**config.mk**
```make
export PLATFORM = sky130hd
export DESIGN_NAME = mem_island_init_ctrl
export DESIGN_NICKNAME = d
export VERILOG_FILES = /design/src/rtl/mem_island_init_ctrl.sv
export SDC_FILE = /design/constraint.sdc
export NUM_CORES = 1
export LEC_CHECK = 0
export ABC_AREA = 1
export ABC_CLOCK_PERIOD_IN_PS = 3800
export CORE_UTILIZATION = 40
export CTS_CLUSTER_SIZE = 20
export DETAILED_ROUTE_END_ITERATION = 8
export GPL_ROUTABILITY_DRIVEN = 0
export PLACE_DENSITY = 0.86
export SYNTH_ARGS = -nofsm -noshare
export SYNTH_HDL_FRONTEND = slang
export SYNTH_SLANG_ARGS = --single-unit
```
**constraint.sdc**
```tcl
create_clock -name clk_i -period 3.8 [get_ports clk_i]
set_clock_uncertainty 0.05 [all_clocks]
set_input_delay 0.57 -clock clk_i [delete_from_list [all_inputs] [get_ports clk_i]]
set_output_delay 0.57 -clock clk_i [all_outputs]
set_load 0.02 [all_outputs]
```
**src/rtl/mem_island_init_ctrl.sv**
```systemverilog
// Region init/scrub sequencer driving one narrow memory-island request port.
// Define MEM_ISLAND_INIT_VERIFY_EN to add read-back verify (VERIFY/DRAIN, compare pipeline).
module mem_island_init_ctrl #(
  parameter int unsigned          AddrWidth   = 32,
  parameter int unsigned          DataWidth   = 32,
  parameter logic [AddrWidth-1:0] BaseAddr    = '0,
  parameter int unsigned          NumWords    = 1024,
  parameter int unsigned          ReadLatency = 1
) (
  input  logic                   clk_i,
  input  logic                   rst_ni,
  input  logic                   start_i,
  input  logic                   abort_i,
  input  logic                   mode_i,
  input  logic [DataWidth-1:0]   pattern_i,
  output logic                   busy_o,
  output logic                   done_o,
  output logic                   error_o,
  output logic [AddrWidth-1:0]   err_addr_o,
  output logic                   req_valid_o,
  input  logic                   req_ready_i,
  output logic [AddrWidth-1:0]   req_addr_o,
  output logic                   req_write_o,
  output logic [DataWidth-1:0]   req_data_o,
  output logic [DataWidth/8-1:0] req_strb_o,
  input  logic [DataWidth-1:0]   rsp_data_i
);
  localparam int unsigned IdxW    = $clog2(NumWords) + 1;
  localparam int unsigned ByteOff = $clog2(DataWidth / 8);

  typedef enum logic [2:0] {S_IDLE, S_WRITE, S_VERIFY, S_DRAIN, S_FINISH} state_e;

  state_e               state_q, state_d;
  logic [IdxW-1:0]      idx_q, idx_d;
  logic                 mode_q;
  logic [DataWidth-1:0] pattern_q;
  logic                 abort_q;
  logic                 issuing, hs, last, abort_now;
  logic [DataWidth-1:0] word_data;
  logic [AddrWidth-1:0] word_addr;

  assign issuing   = (state_q == S_WRITE) || (state_q == S_VERIFY);
  assign hs        = issuing && req_ready_i;
  assign last      = (idx_q == IdxW'(NumWords - 1));
  assign abort_now = abort_q || abort_i;
  assign word_addr = BaseAddr + (AddrWidth'(idx_q) << ByteOff);
  assign word_data = mode_q ? (pattern_q ^ DataWidth'(idx_q)) : pattern_q;

  // Payload is a pure function of idx and the latched run config, so it holds through stalls.
  assign req_valid_o = issuing;
  assign req_write_o = (state_q == S_WRITE);
  assign req_addr_o  = issuing ? word_addr : '0;
  assign req_data_o  = issuing ? word_data : '0;
  assign req_strb_o  = '1;
  assign busy_o      = issuing || (state_q == S_DRAIN);
  assign done_o      = (state_q == S_FINISH);

`ifdef MEM_ISLAND_INIT_VERIFY_EN
  logic [ReadLatency-1:0] pipe_valid;
  logic [DataWidth-1:0]   pipe_exp  [ReadLatency];
  logic [AddrWidth-1:0]   pipe_addr [ReadLatency];
  logic                   mismatch, drain_done;
  logic                   error_q;
  logic [AddrWidth-1:0]   err_addr_q;

  assign mismatch   = pipe_valid[ReadLatency-1] && (rsp_data_i != pipe_exp[ReadLatency-1]);
  // Leave DRAIN as the youngest entry reaches the tail; it is compared in that same cycle.
  assign drain_done = ((pipe_valid << 1) == '0);
  assign error_o    = error_q;
  assign err_addr_o = err_addr_q;

  always_ff @(posedge clk_i) begin
    if (!rst_ni) begin
      pipe_valid <= '0;
      error_q    <= 1'b0;
      err_addr_q <= '0;
    end else begin
      pipe_valid[0] <= hs && (state_q == S_VERIFY);
      for (int unsigned i = 1; i < ReadLatency; i++) pipe_valid[i] <= pipe_valid[i-1];
      if ((state_q == S_IDLE) && start_i) begin
        error_q    <= 1'b0;
        err_addr_q <= '0;
      end else if (mismatch && !error_q) begin
        error_q    <= 1'b1;
        err_addr_q <= pipe_addr[ReadLatency-1];
      end
    end
  end

  always_ff @(posedge clk_i) begin
    pipe_exp[0]  <= word_data;
    pipe_addr[0] <= word_addr;
    for (int unsigned i = 1; i < ReadLatency; i++) begin
      pipe_exp[i]  <= pipe_exp[i-1];
      pipe_addr[i] <= pipe_addr[i-1];
    end
  end
`else
  logic unused_rsp;
  assign unused_rsp = ^rsp_data_i ^ (ReadLatency == 0);
  assign error_o    = 1'b0;
  assign err_addr_o = '0;
`endif

  always_comb begin
    state_d = state_q;
    idx_d   = idx_q;
    case (state_q)
      S_IDLE: begin
        if (start_i) begin
          state_d = S_WRITE;
          idx_d   = '0;
        end
      end
      S_WRITE: begin
        if (hs) begin
          idx_d = idx_q + IdxW'(1);
          if (abort_now || last) idx_d = '0;
`ifdef MEM_ISLAND_INIT_VERIFY_EN
          if (abort_now)  state_d = S_DRAIN;
          else if (last)  state_d = S_VERIFY;
`else
          if (abort_now)  state_d = S_IDLE;
          else if (last)  state_d = S_FINISH;
`endif
        end
      end
`ifdef MEM_ISLAND_INIT_VERIFY_EN
      S_VERIFY: begin
        if (hs) begin
          idx_d = idx_q + IdxW'(1);
          if (abort_now || last) state_d = S_DRAIN;
        end
      end
      S_DRAIN: begin
        if (drain_done) state_d = abort_now ? S_IDLE : S_FINISH;
      end
`endif
      S_FINISH: state_d = S_IDLE;
      default:  state_d = S_IDLE;
    endcase
  end

  always_ff @(posedge clk_i) begin
    if (!rst_ni) begin
      state_q   <= S_IDLE;
      idx_q     <= '0;
      mode_q    <= 1'b0;
      pattern_q <= '0;
      abort_q   <= 1'b0;
    end else begin
      state_q <= state_d;
      idx_q   <= idx_d;
      if (state_q == S_IDLE) begin
        // A start with abort already asserted still performs its first handshake.
        if (start_i) begin
          mode_q    <= mode_i;
          pattern_q <= pattern_i;
          abort_q   <= abort_i;
        end
      end else if (abort_i) begin
        abort_q <= 1'b1;
      end
    end
  end
endmodule
```
==> metrics.yaml <==
drive_gt1_share_pct: 4.73
overflow: 0
coreArea_um2: 6760
ys_ff_latch: 47
hold_depth: 2
ir_worst_vdd_mv: 0.226
final_nets: 557
reg2reg_depth: 8
cp_cell_sequence: "inv_1 -> nor2_4 -> inv_2 -> nor2_1 -> clkdlybuf4s50_1"
fin_hold_ws_ps: 405
cp.arrival_ps: 2290
fin_tns_setup_ps: 0
dp_hpwl_mm: 4.55
clockRootBuffer: "clkbuf_8"
pin_count: 175
met2_length_mm: 3.08
wl_per_cell_um: 10.9
maxSlewViolCount: 0
hold_path_class: "flop to flop"
path_clk_slew_ps: 80
ant_nets: 0
path_max_fanout: 34
synth_top_family_by_area: "simple AND/OR/NAND/NOR gates"
swShare_pct: 30.9
worstSkewPairLatency_ps: 290
final_cell_mix: "nor2_1 (87), clkdlybuf4s50_1 (84), conb_1 (58), dfxtp_1 (47), nand2_1 (45)"
grt_pass1_vias: 2298
p_comb_share_pct: 24.6
vias: 2599
synth-adder-area-share_pct: 0.449
io_buffers: 84
synth-compound-area-share_pct: 13.6
m1WireLength_mm: 2.39
status: "finished, final reports clean"
slew_headroom_pct: 25.2
leakagePower_nw: 1.41
syn-cell-area_um2: 2790
syn_area_per_cell_um2: 6.70
cts_buffers: 5
die_y_um: 85.5
synth-simple-area-share_pct: 26.1
mostFrequentLayoutCell: "nor2_1"
cts_hold_buf: 0
first_pass_iters: 4
worst_setup_path_end_kind: "output pin"
die_area_um2: 7300
finalCriticalPeriod_ps: 2910
critPathKind: "flop to output pin"
antenna_found_initial: 0
viasPerCell: 4.59
synth_xor_area_share_pct: 0
fin_crit_sh_pct: 76.6
worst_setup_path_start_kind: "flop"
nFillCells: 676
path_buf_inv: 3
cts_num_sinks: 47
synth-seq-area-share_pct: 33.8
ctsLongestPathBuffers: 2
synth.area.mux_share_pct: 0
synth_warnings: 0
diodes: 0
slowest_stage: "clkdlybuf4s50_1"
syn_to_final_growth_pct: 25.5
p_seq_share_pct: 46.1
track_usage_pct: 17.1
ctsResizeCount: 0
slowest_delay_ps: 630
tritoncts: "yes"
grt_max_degree: 41
rrSetupSlack_ps: 1870
crit_family: "buffers and inverters"
highest_layer: "met4"
hold_viol_final: 0
finalSetupViolations: 0
cts_max_level: 2
synthDistinctLibCells: 26
powerDensity_nw_per_um2: 343
tightest_slew_ps: 1120
internal-power_uw: 829
num_rows: 30
grt_pass1_wl_mm: 10.1
met3WireLength_um: 618
post_cts_buffers: 0
p_switching_uw: 370
die_x_um: 85.5
rsz0062_at_grt: "false"
initial_core_util_pct: 41.2
worstPathRequired_ps: 3180
fmax_mhz: 343
clockPowerShare_pct: 29.3
cp.depth: 5
drt_iter0_drc: 134
wirelength_mm: 6.16
route.detailed.drc: 0
maxCapViolCount: 0
syn_inst: 416
## logic make-up after synthesis
kind of cell,count (synthesis)
buffers and inverters,123
AND/OR/NAND/NOR,169
flip-flops,47
other,2
adder cells (fa/ha/maj),1
AO/OA/AOI/OAI,74
## final cells by class
type / instances / area, µm² / share of cell area (%)
Inverter: 45 / 169 / 4.83
Multi-Input combinational cell: 302 / 1340 / 38.2
Tap cell: 80 / 100 / 2.86
Clock inverter: 1 / 30.0 / 0.859
Clock buffer: 6 / 72.6 / 2.08
Sequential cell: 47 / 941 / 26.9
Timing Repair Buffer: 85 / 848 / 24.3
## per-stage QoR
step / util, % / power [mW] / instance area [µm²] / worst slack (ps) / instances
after global routing: 51.8 / 1.26 / 3500 / 667 / 566
after detailed placement: 50.2 / 0.859 / 3390 / 1200 / 559
after CTS: 51.8 / 1.21 / 3500 / 872 / 566
after floorplan: - / 0.813 / 3000 / 2050 / 472
final: 51.8 / 1.20 / 3500 / 889 / 566
after global placement: 50.2 / 0.851 / 3390 / 1230 / 559
## cell usage after synthesis, drive strengths merged
cell | count | area share (%)
nor3 | 3 | 0.90
or2 | 2 | 0.45
nand4 | 2 | 0.45
buf | 69 | 19
dfxtp | 47 | 34
conb | 2 | 0.27
a21oi | 37 | 6.9
clkbuf | 9 | 1.2
nor2 | 91 | 13
ha | 1 | 0.45
nand2 | 50 | 7.5
nand3 | 20 | 3.6
and2 | 1 | 0.22
o21ai | 37 | 6.6
inv | 45 | 6.1
## per-layer routing
| metal | global-route usage [%] | vias up |
|---|---|---|
| met4 | 4.85 | 0 |
| met2 | 31.3 | 123 |
| met1 | 18.2 | 1156 |
| li1 | - | 1314 |
| met5 | 0 | - |
| met3 | 6.61 | 6 |
## worst reg2reg max path: cells and delay by family (launching register included)
family,cells,cell delay [ps]
flops,1,350
simple gates,6,1020
buf+inv,2,430
## power by group through the flow
stage | registers [mW] | clock network [mW] | logic, mW
after detailed placement | 0.563 | 0 | 0.295
after global placement | 0.562 | 0 | 0.289
after CTS | 0.552 | 0.360 | 0.296
final | 0.552 | 0.351 | 0.295
after global routing | 0.557 | 0.378 | 0.328
after floorplan | 0.554 | 0 | 0.258
## flip-flops by register name, summed over array words and instances, names as in the netlist
name,flops
abort_q,1
idx_q,11
mode_q,1
pattern_q,32
state_q,2
## worst paths after layout
path	startpoint	to
worst max-delay path	state_q[0]	req_addr_o[3]
worst min-delay path	pattern_q[12]	pattern_q[12]
worst max register to register	state_q[0]	idx_q[8]
worst min register to register	pattern_q[12]	pattern_q[12]
No activity file was read; power rests on OpenSTA's default activity.
